==> src/rtl/onn_pkg.sv <==
// Shared types and defaults for the oscillatory neuron bank.
package onn_pkg;

  localparam int unsigned DEF_N_NEURONS      = 15;
  localparam int unsigned DEF_PHASE_W        = 4;
  localparam int unsigned DEF_STABLE_PERIODS = 4;
  localparam int unsigned DEF_MAX_PERIODS    = 64;

  typedef enum logic [1:0] {
    ST_IDLE,
    ST_LOAD,
    ST_RUN,
    ST_DONE
  } onn_state_e;

  // LSB position of neuron idx inside a packed phase vector
  function automatic int unsigned phase_lsb(input int unsigned idx, input int unsigned phase_w);
    return idx * phase_w;
  endfunction

endpackage

==> src/rtl/onn_phase_neuron.sv <==
// One phase oscillator: phase register, coupling edge detect, advance/retard
// and per-period relative-phase snapshot with change flag.
module onn_phase_neuron import onn_pkg::*; #(
  parameter int unsigned PHASE_W = DEF_PHASE_W
) (
  input  logic               clk,
  input  logic               rst_n,
  input  logic               load,
  input  logic               run,
  input  logic               tick,
  input  logic [PHASE_W-1:0] ref_cnt,
  input  logic [PHASE_W-1:0] init_phase,
  input  logic               nin,
  output logic               nout,
  output logic [PHASE_W-1:0] phi_out,
  output logic               changed,
  output logic               changed_c
);

  localparam int unsigned MSB = PHASE_W - 1;

  logic [PHASE_W-1:0] phi_q, phi_d;
  logic [PHASE_W-1:0] prev_q, prev_d;
  logic [PHASE_W-1:0] phi_out_q, phi_out_d;
  logic               changed_q, changed_d;
  logic               nin_s_q, nin_s_d;
  logic               nin_d_q, nin_d_d;
  logic               nout_q, nout_d;
  logic               rise_c;
  logic [PHASE_W-1:0] rel_c;
  logic [PHASE_W-1:0] step_c;

  // nin is captured first, so an edge seen at one clock steers the next phase update
  always_comb begin
    rise_c    = nin_s_q & ~nin_d_q;
    rel_c     = phi_q - ref_cnt;
    changed_c = (rel_c != prev_q);
    step_c    = PHASE_W'(1);
    if (rise_c && phi_q[MSB]) begin
      step_c = PHASE_W'(2);
    end else if (rise_c && (phi_q != '0)) begin
      step_c = '0;
    end

    phi_d     = phi_q;
    prev_d    = prev_q;
    phi_out_d = phi_out_q;
    changed_d = changed_q;
    nin_s_d   = nin;
    nin_d_d   = nin_s_q;
    nout_d    = ~phi_q[MSB];
    if (load) begin
      phi_d  = init_phase;
      prev_d = init_phase;
    end else if (run) begin
      phi_d = phi_q + step_c;
      if (tick) begin
        phi_out_d = rel_c;
        prev_d    = rel_c;
        changed_d = changed_c;
      end
    end
  end

  always_ff @(posedge clk) begin
    if (!rst_n) begin
      phi_q     <= '0;
      prev_q    <= '0;
      phi_out_q <= '0;
      changed_q <= 1'b0;
      nin_s_q   <= 1'b0;
      nin_d_q   <= 1'b0;
      nout_q    <= 1'b1;
    end else begin
      phi_q     <= phi_d;
      prev_q    <= prev_d;
      phi_out_q <= phi_out_d;
      changed_q <= changed_d;
      nin_s_q   <= nin_s_d;
      nin_d_q   <= nin_d_d;
      nout_q    <= nout_d;
    end
  end

  assign nout    = nout_q;
  assign phi_out = phi_out_q;
  assign changed = changed_q;

endmodule

==> src/rtl/onn_neuron_bank_ctrl.sv <==
// N-neuron oscillatory bank with load/run sequencing, convergence and timeout.
module onn_neuron_bank_ctrl import onn_pkg::*; #(
  parameter int unsigned N_NEURONS      = DEF_N_NEURONS,
  parameter int unsigned PHASE_W        = DEF_PHASE_W,
  parameter int unsigned STABLE_PERIODS = DEF_STABLE_PERIODS,
  parameter int unsigned MAX_PERIODS    = DEF_MAX_PERIODS
) (
  input  logic                           sclk,
  input  logic                           re_n,
  input  logic                           start,
  input  logic                           drop,
  input  logic [N_NEURONS-1:0]           nin,
  input  logic [N_NEURONS*PHASE_W-1:0]   state,
  output logic [N_NEURONS-1:0]           nout,
  output logic [N_NEURONS*PHASE_W-1:0]   phi_out,
  output logic [N_NEURONS-1:0]           state_changed,
  output logic                           busy,
  output logic                           done,
  output logic                           converged,
  output logic                           timeout
);

  localparam int unsigned PERIOD_W = $clog2(MAX_PERIODS + 1);
  localparam int unsigned STABLE_W = $clog2(STABLE_PERIODS + 1);

  onn_state_e          state_q, state_d;
  logic [PHASE_W-1:0]  ref_cnt_q, ref_cnt_d;
  logic [PERIOD_W-1:0] period_cnt_q, period_cnt_d;
  logic [STABLE_W-1:0] stable_cnt_q, stable_cnt_d;
  logic                busy_q, busy_d;
  logic                done_q, done_d;
  logic                converged_q, converged_d;
  logic                timeout_q, timeout_d;

  logic                load_c, run_c, tick_c;
  logic [N_NEURONS-1:0] changed_c;
  logic [STABLE_W-1:0] stable_next;
  logic [PERIOD_W-1:0] period_next;
  logic                conv_hit, tmo_hit;

  // drop freezes the neurons on the very edge it is sampled
  always_comb begin
    load_c      = (state_q == ST_LOAD) && !drop;
    run_c       = (state_q == ST_RUN) && !drop;
    tick_c      = run_c && (ref_cnt_q == '1);
    stable_next = stable_cnt_q;
    if (|changed_c) begin
      stable_next = '0;
    end else if (stable_cnt_q != STABLE_W'(STABLE_PERIODS)) begin
      stable_next = stable_cnt_q + STABLE_W'(1);
    end
    period_next = period_cnt_q + PERIOD_W'(1);
    conv_hit    = tick_c && (stable_next == STABLE_W'(STABLE_PERIODS));
    tmo_hit     = tick_c && (period_next == PERIOD_W'(MAX_PERIODS));
  end

  always_comb begin
    state_d     = state_q;
    converged_d = converged_q;
    timeout_d   = timeout_q;
    if (drop) begin
      state_d     = ST_IDLE;
      converged_d = 1'b0;
      timeout_d   = 1'b0;
    end else begin
      case (state_q)
        ST_IDLE: if (start) begin
          state_d     = ST_LOAD;
          converged_d = 1'b0;
          timeout_d   = 1'b0;
        end
        ST_LOAD: state_d = ST_RUN;
        ST_RUN: begin
          if (conv_hit) begin
            state_d     = ST_DONE;
            converged_d = 1'b1;
          end else if (tmo_hit) begin
            state_d   = ST_DONE;
            timeout_d = 1'b1;
          end
        end
        ST_DONE: state_d = ST_DONE;
        default: state_d = ST_IDLE;
      endcase
    end
    busy_d = (state_d == ST_LOAD) || (state_d == ST_RUN);
    done_d = (state_q == ST_RUN) && (state_d == ST_DONE);
  end

  always_comb begin
    ref_cnt_d    = ref_cnt_q;
    period_cnt_d = period_cnt_q;
    stable_cnt_d = stable_cnt_q;
    if (load_c) begin
      ref_cnt_d    = '0;
      period_cnt_d = '0;
      stable_cnt_d = '0;
    end else if (run_c) begin
      ref_cnt_d = ref_cnt_q + PHASE_W'(1);
      if (tick_c) begin
        period_cnt_d = period_next;
        stable_cnt_d = stable_next;
      end
    end
  end

  always_ff @(posedge sclk) begin
    if (!re_n) begin
      state_q      <= ST_IDLE;
      ref_cnt_q    <= '0;
      period_cnt_q <= '0;
      stable_cnt_q <= '0;
      busy_q       <= 1'b0;
      done_q       <= 1'b0;
      converged_q  <= 1'b0;
      timeout_q    <= 1'b0;
    end else begin
      state_q      <= state_d;
      ref_cnt_q    <= ref_cnt_d;
      period_cnt_q <= period_cnt_d;
      stable_cnt_q <= stable_cnt_d;
      busy_q       <= busy_d;
      done_q       <= done_d;
      converged_q  <= converged_d;
      timeout_q    <= timeout_d;
    end
  end

  for (genvar i = 0; i < N_NEURONS; i++) begin : g_neuron
    onn_phase_neuron #(.PHASE_W(PHASE_W)) u_neuron (
      .clk        (sclk),
      .rst_n      (re_n),
      .load       (load_c),
      .run        (run_c),
      .tick       (tick_c),
      .ref_cnt    (ref_cnt_q),
      .init_phase (state[phase_lsb(i, PHASE_W) +: PHASE_W]),
      .nin        (nin[i]),
      .nout       (nout[i]),
      .phi_out    (phi_out[phase_lsb(i, PHASE_W) +: PHASE_W]),
      .changed    (state_changed[i]),
      .changed_c  (changed_c[i])
    );
  end

  assign busy      = busy_q;
  assign done      = done_q;
  assign converged = converged_q;
  assign timeout   = timeout_q;

endmodule

==> config.mk <==
export PLATFORM = sky130hd
export DESIGN_NAME = onn_neuron_bank_ctrl
export DESIGN_NICKNAME = d
export VERILOG_FILES = /design/src/rtl/onn_pkg.sv /design/src/rtl/onn_phase_neuron.sv /design/src/rtl/onn_neuron_bank_ctrl.sv
export SDC_FILE = /design/constraint.sdc
export NUM_CORES = 1
export LEC_CHECK = 0
export ABC_AREA = 1
export CELL_PAD_IN_SITES_DETAIL_PLACEMENT = 0
export CELL_PAD_IN_SITES_GLOBAL_PLACEMENT = 2
export CORE_ASPECT_RATIO = 0.5
export CORE_UTILIZATION = 23
export CTS_BUF_LIST = sky130_fd_sc_hd__clkbuf_2 sky130_fd_sc_hd__clkbuf_4 sky130_fd_sc_hd__clkbuf_8
export CTS_CLUSTER_DIAMETER = 80
export DETAILED_ROUTE_END_ITERATION = 8
export PLACE_DENSITY = 0.65
export SYNTH_ARGS = -nofsm -noshare
export SYNTH_HDL_FRONTEND = slang
export SYNTH_SLANG_ARGS = --single-unit
==> constraint.sdc <==
create_clock -name sclk -period 5.4 [get_ports sclk]
set_input_delay 0.54 -clock sclk [delete_from_list [all_inputs] [get_ports sclk]]
set_output_delay 0.54 -clock sclk [all_outputs]
set_load 0.03 [all_outputs]
==> flow_summary.ini, run 1 <==
[floorplan]
core_mm2 = 0.0614
num_rows = 64
die_height_um = 179
die_area_mm2 = 0.0635
start_util_pct = 23.4
io_pins = 173
die_x_um = 355

[yosys]
syn_nets = 2177
ys_ff_latch = 260
yosys_warnings = 0
syn_area_mm2 = 0.0144
syn_avg_cell_area_um2 = 7.23
syn-instance-count = 1987
ys_seq_area_share_pct = 36.2
yosysUniqueCellTypes = 41

[clock_tree]
cts_num_sinks = 260
cts_setup_buffers = 0
cts_tree = yes
cts_hold_buf = 0
htree_levels = 2
clockBufferDepth = 3
cts_buffers = 46
cts_root_buf = clkbuf_8
ctsResizeCount = 0
clk_latency_ns = 0.60
clk_pin_slew_ns = 0.06

[critical_path]
required_ns = 5.89
crit_type = reg -> reg
cp-end-kind = flip-flop
worstRegToRegCells = 19
r2r_slack_ns = 1.58
worst-path-max-fanout = 17
crit_path_start_kind = flip-flop
timing.rr.end = busy
r2r_start = ref_cnt_q[1]
worstPathArrival_ns = 4.32

[min_path]
whs_endpoint = g_neuron[0].u_neuron.nout
hp-start = re_n
hold_path.class = in -> reg
hold_depth = 2

[power_and_ir_drop]
leakage_nw = 7.66
vdd_drop_max_v = 0.000137
p_total_mw = 4.44
p_per_area_mw_per_mm2 = 252

[timing]
finalSetupTns_ns = 0
slew_viol_final = 0
timing.slew.headroom_pct = 45.6
period_needed_ns = 3.82
tightest_slew_ns = 0.817
post-route-period-util_pct = 70.8
skew_ns = 0.0203
hold_violations = 0
setup_ws_ns = 1.58
rsz0062_at_grt = no
timing.hold.ws_ns = 0.292
setup_viol = 0
fmax_mhz = 262

[placement]
place.gp.congestion = 0.753
dpl_worst_slack_ns = 1.52
dpl_cell_area_mm2 = 0.0166
dp.cells = 2881
place.port_buffers = 172
dp_hpwl_um = 33300

[drt]
ant_nets = 0
drt_wl_total_um = 48200
dr.pass1.iters = 7
drtIter0Drc = 620
routedWlPerCell_um = 16.3
route.detailed.drc = 2
dr_total_vias = 12900
avgViaCountPerCell = 4.36

[final_layout]
fin_util_pct = 28.7
layout-drive-gt1-share_pct = 7.83
area_growth_pct = 22.6
instances_no_fill = 2959
final_area_mm2 = 0.0176
layout_commonest_cell = nand2_1
final_cell_mix = 573 x nand2_1, 259 x inv_1, 259 x dfxtp_1
finalNetCount = 2294

[global_routing]
grt_first_pass_wirelength_um = 74100
grt.total_usage_pct = 15.2
grt_pass1_vias = 12700
grt_max_degree = 63
gr-total-overflow = 0
antenna_found_initial = 1

[run]
cap_violations = 0

[outcome]
violations = DRC
status = finished, violations left
==> how the worst max path moves through the flow <==
stage / from / endpoint / slack [ns]
2_1_floorplan: ref_cnt_q[1] / busy / 2.05
4_1_cts: ref_cnt_q[1] / busy / 1.50
3_5_place_dp: drop / g_neuron[1].u_neuron.prev_q[3] / 1.52
5_1_grt: ref_cnt_q[1] / busy / 1.10
3_3_place_gp: drop / g_neuron[1].u_neuron.prev_q[3] / 1.55
6_report: ref_cnt_q[1] / busy / 1.58
==> report_power, final <==
part	internal (mW)	switching [mW]
Sequential	1.96	0.0346
Clock	1.11	0.893
Combinational	0.175	0.270
Total	3.24	1.20
==> cells by family (layout without fill, tap and decap cells) <==
kind of cell / after synthesis / count (layout) / synth area share, %
AND/OR/NAND/NOR: 861 / 861 / 25.1
buffers and inverters: 387 / 533 / 11.4
AO/OA/AOI/OAI: 330 / 330 / 13.5
flip-flops: 260 / 260 / 36.2
adder cells (fa/ha/maj): 111 / 111 / 11.2
XOR/XNOR: 38 / 38 / 2.47
other: 0 / 1 / 0
==> layout make-up <==
type | count | area, um^2
Fill cell | 6709 | 43800
Multi-Input combinational cell | 1340 | 7540
Sequential cell | 260 | 5210
Timing Repair Buffer | 190 | 1860
Tap cell | 825 | 1030
Inverter | 266 | 1010
Clock buffer | 68 | 861
Clock inverter | 9 | 101
Antenna cell | 1 | 2.50
==> critical path, cell delays in order, from the launching register on <==
cell,delay [ns]
dfxtp_1,0.33
inv_2,0.44
buf_4,0.43
fa_1,0.48
nand2_1,0.08
nand2_1,0.05
a21oi_1,0.14
nand3_1,0.08
nor2_1,0.38
nand2_1,0.10
nor2_1,0.12
nand2_1,0.07
nor2_2,0.19
nand4_2,0.21
nand2_1,0.13
nand3_2,0.08
inv_1,0.06
ha_1,0.22
nand2_1,0.07
inv_1,0.04
==> cell usage after synthesis, drive strengths merged <==
library cell / n / area share [%]
nor3: 3 / 0.10
a221oi: 4 / 0.24
and2: 1 / 0.044
clkbuf: 62 / 1.6
nor4: 1 / 0.044
xor2: 17 / 1.1
o311ai: 1 / 0.061
nand3: 131 / 4.6
a31oi: 73 / 3.2
or2: 38 / 1.7
a211oi: 5 / 0.26
inv: 265 / 6.9
fa: 30 / 4.2
nor2: 89 / 2.5
ha: 81 / 7.1
nand3b: 10 / 0.52
nand2: 582 / 15
o41ai: 11 / 0.67
buf: 59 / 2.8
clkinv: 1 / 0.026
nand4: 6 / 0.30
o211ai: 33 / 1.7
o21ai: 84 / 2.9
xnor2: 21 / 1.3
a21oi: 104 / 3.6
o31ai: 15 / 0.78
dfxtp: 260 / 36
==> flip-flops by register name (all words and copies together) (netlist names), 2 cells and up <==
register	cells
state_q	2
g_neuron.u_neuron.nin_d_d	15
g_neuron.u_neuron.phi_q	60
stable_cnt_q	3
g_neuron.u_neuron.changed	15
g_neuron.u_neuron.prev_q	60
period_cnt_q	7
g_neuron.u_neuron.phi_out	60
g_neuron.u_neuron.nout	15
ref_cnt_q	4
g_neuron.u_neuron.nin_d_q	15
==> per-layer routing <==
| metal | up-vias | track usage (%) | routed length [um] |
|---|---|---|---|
| met5 | - | 0 | 0 |
| met4 | 0 | 3.77 | 909 |
| met3 | 59 | 2.48 | 1500 |
| met2 | 151 | 26.2 | 22900 |
| met1 | 6072 | 19.7 | 22900 |
| li1 | 6620 | - | - |
Power figures use the tool's default switching activity.
==> inputs of run 2 (changes only) <==
- clock period: 5.4 -> 3.7 ns (I/O delays scaled with it)
==> flow_summary.ini, run 2 (same netlist as run 1, synthesis figures left out) <==
[critical_path]
crit_end = busy
cp-end-kind = flip-flop
crit_type = reg -> reg
worstPathArrival_ns = 3.70
worst-path-max-fanout = 10
r2r_start = ref_cnt_q[0]
timing.rr.end = busy
r2r_slack_ns = 0.49
required_ns = 4.19
crit_start = ref_cnt_q[0]
worstRegToRegCells = 21
crit_path_start_kind = flip-flop

[timing]
setup_viol = 0
period_needed_ns = 3.21
setup_ws_ns = 0.489
fmax_mhz = 311
timing.slew.headroom_pct = 48.4
tightest_slew_ns = 0.774
post-route-period-util_pct = 86.8
finalSetupTns_ns = 0
skew_ns = 0.0259
slew_viol_final = 0
hold_violations = 0
rsz0062_at_grt = no

[drt]
dr_total_vias = 12800
route.detailed.drc = 1
ant_nets = 0
avgViaCountPerCell = 4.32
drt_wl_total_um = 48800
drtIter0Drc = 616
routedWlPerCell_um = 16.4
dr.pass1.iters = 7

[global_routing]
grt_pass1_vias = 12900
grt_max_degree = 107
grt.total_usage_pct = 15.5
gr-total-overflow = 0
antenna_found_initial = 3
grt_first_pass_wirelength_um = 75800

[power_and_ir_drop]
vdd_drop_max_v = 0.000177
leakage_nw = 7.76
p_per_area_mw_per_mm2 = 371

[clock_tree]
cts_hold_buf = 0
cts_tree = yes
ctsResizeCount = 0
cts_root_buf = clkbuf_8
cts_buffers = 45
clockBufferDepth = 3
htree_levels = 2
cts_setup_buffers = 0
clk_latency_ns = 0.60
clk_pin_slew_ns = 0.06
cts_num_sinks = 260

[final_layout]
layout-drive-gt1-share_pct = 8.47
area_growth_pct = 24.2
finalNetCount = 2306
layout_commonest_cell = nand2_1
final_cell_mix = 573 x nand2_1, 259 x inv_1, 259 x dfxtp_1

[outcome]
violations = DRC
status = finished, violations left

[placement]
place.port_buffers = 172
dpl_worst_slack_ns = 0.272
dp_hpwl_um = 33700
place.gp.congestion = 0.770

[run]
cap_violations = 0

[floorplan]
num_rows = 64
die_area_mm2 = 0.0635
core_mm2 = 0.0614
start_util_pct = 23.4
die_height_um = 179
die_x_um = 355
io_pins = 173

[min_path]
hold_path.class = in -> reg
hold_depth = 2
==> run 2: metrics by stage <==
stage / power, mW / area [um^2] / hold WS, ns / std cells / utilization [%]
finish: 6.61 / 17800 / 0.106 / 2974 / 29.0
global route: 6.97 / 17800 / 0.0761 / 2974 / 29.0
CTS: 6.75 / 17800 / 0.0575 / 2973 / 29.0
detailed placement: 3.64 / 16800 / 0.415 / 2894 / 27.4
global placement: 3.64 / 16800 / 0.412 / 2894 / 27.4
floorplan: 3.36 / 14400 / 0.405 / 1987 / -
==> run 2: worst min path at each step <==
stage                             startpoint                       endpoint  slack [ns]
2_1_floorplan  g_neuron[5].u_neuron.phi_q[3]      g_neuron[5].u_neuron.nout        0.40
4_1_cts                                 re_n      g_neuron[0].u_neuron.nout        0.06
3_5_place_dp   g_neuron[12].u_neuron.nin_d_d  g_neuron[12].u_neuron.nin_d_q        0.42
5_1_grt                                 re_n     g_neuron[10].u_neuron.nout        0.08
3_3_place_gp   g_neuron[12].u_neuron.nin_d_d  g_neuron[12].u_neuron.nin_d_q        0.41
6_report                                re_n      g_neuron[0].u_neuron.nout        0.11
==> run 2: critical path: stages (launching register included) <==
cell and delay [ns]:
dfxtp_1 0.40, buf_12 0.18, ha_1 0.15, inv_1 0.05, fa_1 0.45, inv_1 0.10
or2_2 0.10, nand2_1 0.04, a21oi_1 0.10, nand3_1 0.07, nor2_1 0.26, nand2_1 0.11
nor2_1 0.15, nand2_1 0.11, nor2_4 0.17, nand4_2 0.11, nand2_1 0.09, nand3_2 0.07
inv_1 0.06, ha_1 0.22, nand2_1 0.06, inv_1 0.04
==> run 2: report_power, final <==
part / total, mW / internal (mW) / switching [mW]
Clock: 3.04 / 1.75 / 1.29
Sequential: 2.91 / 2.86 / 0.0503
Combinational: 0.663 / 0.266 / 0.397
Total: 6.61 / 4.87 / 1.73
==> run 2: metal layers <==
metal | global-route usage [%] | part of all wire, % | vias to the layer above
met5 | 0 | 0 | -
li1 | - | - | 6644
met2 | 26.8 | 47 | 159
met3 | 2.45 | 3.2 | 68
met1 | 20.1 | 48 | 5978
met4 | 4.26 | 2.1 | 0
==> run 2: layout make-up <==
type,count,area [um^2]
well taps,825,1030
multi-input cells,1340,7540
inverters,266,1010
fillers,6679,43600
repair buffers,203,2020
clock inverters,8,118
clock buffers,71,902
flip-flops and latches,260,5210
diodes,1,2.50
==> inputs of run 3 (changes only) <==
- PLACE_DENSITY: 0.65 -> 0.68
==> flow_summary.ini, run 3 (same netlist as run 1, synthesis figures left out) <==
[outcome]
status = finished, violations left
violations = DRC

[power_and_ir_drop]
vdd_drop_max_v = 0.000180
p_per_area_mw_per_mm2 = 363
leakage_nw = 7.72

[drt]
drtIter0Drc = 548
avgViaCountPerCell = 4.36
dr_wl_met3_um = 1400
route.detailed.drc = 1
routedWlPerCell_um = 16.2
wirelength_met1_um = 22600
drt_wl_total_um = 48100
maxUsedRoutingLayer = met4
dr_total_vias = 12900
dr.pass1.iters = 6
wl_met2_um = 23100
ant_nets = 0

[critical_path]
required_ns = 4.18
crit_start = ref_cnt_q[0]
crit_path_start_kind = flip-flop
worstPathArrival_ns = 3.81
timing.rr.end = busy
cp_cell_sequence = buf_12, ha_1, inv_1, fa_1, inv_1, or2_2, nand2_1, a21oi_1, nand3_1, nor2_1, nand2_1, nor2_1, nand2_1, nor2_2, nand4_2, nand2_1, nand3_2, inv_1, ha_1, nand2_1, inv_1
cp-end-kind = flip-flop
cpPeakStageDelay_ns = 0.45
worstRegToRegCells = 21
worst-path-max-fanout = 18
cp_common_cell = nand2_1
r2r_slack_ns = 0.38
cpMaxStageDelayCell = fa_1
r2r_start = ref_cnt_q[0]
crit_type = reg -> reg

[placement]
dpl_worst_slack_ns = 0.414
dp_hpwl_um = 32300
place.gp.congestion = 0.769
place.port_buffers = 172

[min_path]
whs_endpoint = g_neuron[9].u_neuron.nout
hold_path.class = in -> reg
hp-start = re_n
hold_depth = 2

[floorplan]
num_rows = 64
die_x_um = 355
io_pins = 173
die_area_mm2 = 0.0635
core_mm2 = 0.0614
die_height_um = 179
start_util_pct = 23.4

[final_layout]
fillCellCount = 6724
seqCellArea_mm2 = 0.00521
multi_input_area_mm2 = 0.00754
finalNetCount = 2300
area_growth_pct = 23.5
layout-drive-gt1-share_pct = 8.22
fin_util_pct = 28.9
final_cell_mix = 573 x nand2_1, 259 x inv_1, 259 x dfxtp_1
layout_commonest_cell = nand2_1

[global_routing]
grt_max_degree = 115
grt.total_usage_pct = 15.1
gr-total-overflow = 0
grt_pass1_vias = 12600
antenna_found_initial = 1
grt_first_pass_wirelength_um = 73700

[clock_tree]
cts_num_sinks = 260
clockBufferDepth = 3
cts_buffers = 45
clk_latency_ns = 0.59
cts_setup_buffers = 0
cts_tree = yes
clk_pin_slew_ns = 0.06
cts_root_buf = clkbuf_8
htree_levels = 2
ctsResizeCount = 0
cts_hold_buf = 0

[timing]
period_needed_ns = 3.32
tightest_slew_ns = 1.11
timing.slew.headroom_pct = 26.2
finalSetupTns_ns = 0
setup_viol = 0
rsz0062_at_grt = no
slew_viol_final = 0
skew_ns = 0.0140
setup_ws_ns = 0.376
hold_violations = 0
post-route-period-util_pct = 89.8
fmax_mhz = 301

[run]
cap_violations = 0
==> run 3: changes by cell type in the layout (fill, tap and decap cells not counted), sizes merged <==
cell | previous run | this run
bufinv | 3 | 1
buf | 32 | 26
clkinv | 4 | 6
clkbuf | 71 | 72
clkinvlp | 1 | 0
==> run 3: critical path: cells and delay by family (launching register included) <==
kind                     cells  cell delay, ns
AND/OR/NAND/NOR             12            1.45
flip-flops                   1            0.36
buffers and inverters        5            0.48
adder cells (fa/ha/maj)      3            0.84
AO/OA/AOI/OAI                1            0.10
==> run 3: worst max-delay path by stage <==
| stage | to | cells past startpoint |
|---|---|---|
| after global routing | busy | 20 |
| after CTS | busy | 21 |
| after global placement | busy | 21 |
| after detailed placement | busy | 21 |
| after floorplan | busy | 19 |
| final | busy | 21 |
==> run 3: metal layers <==
| metal | vias up | global-route usage (%) |
|---|---|---|
| met4 | 0 | 3.81 |
| met5 | - | 0 |
| li1 | 6630 | - |
| met3 | 74 | 2.42 |
| met2 | 128 | 26.8 |
| met1 | 6095 | 19.0 |
==> run 3: cell type report <==
cell class                 instances  area share, %
clock buffer                      72           5.02
multi-input combinational       1340           42.5
clock inverter                     7          0.339
tap                              825           5.82
inverter                         266           5.67
sequential                       260           29.4
timing repair buffer             197           11.3
antenna                            1         0.0141
==> run 3: power by group <==
part | leakage, nW | total, mW | switching, mW | internal, mW
registers | 2.11 | 2.91 | 0.0517 | 2.86
clock network | 0.514 | 2.87 | 1.28 | 1.59
logic | 5.10 | 0.658 | 0.392 | 0.266
total | 7.72 | 6.44 | 1.73 | 4.71
==> run 3: metrics by stage <==
step	hold WS (ns)	instance area [um^2]	instances	power, mW
after global routing	0.103	17700	2968	6.77
final	0.135	17700	2968	6.44
after global placement	0.412	16800	2888	3.64
after detailed placement	0.416	16800	2888	3.64
after CTS	0.0882	17700	2967	6.56
after floorplan	0.405	14400	1987	3.36
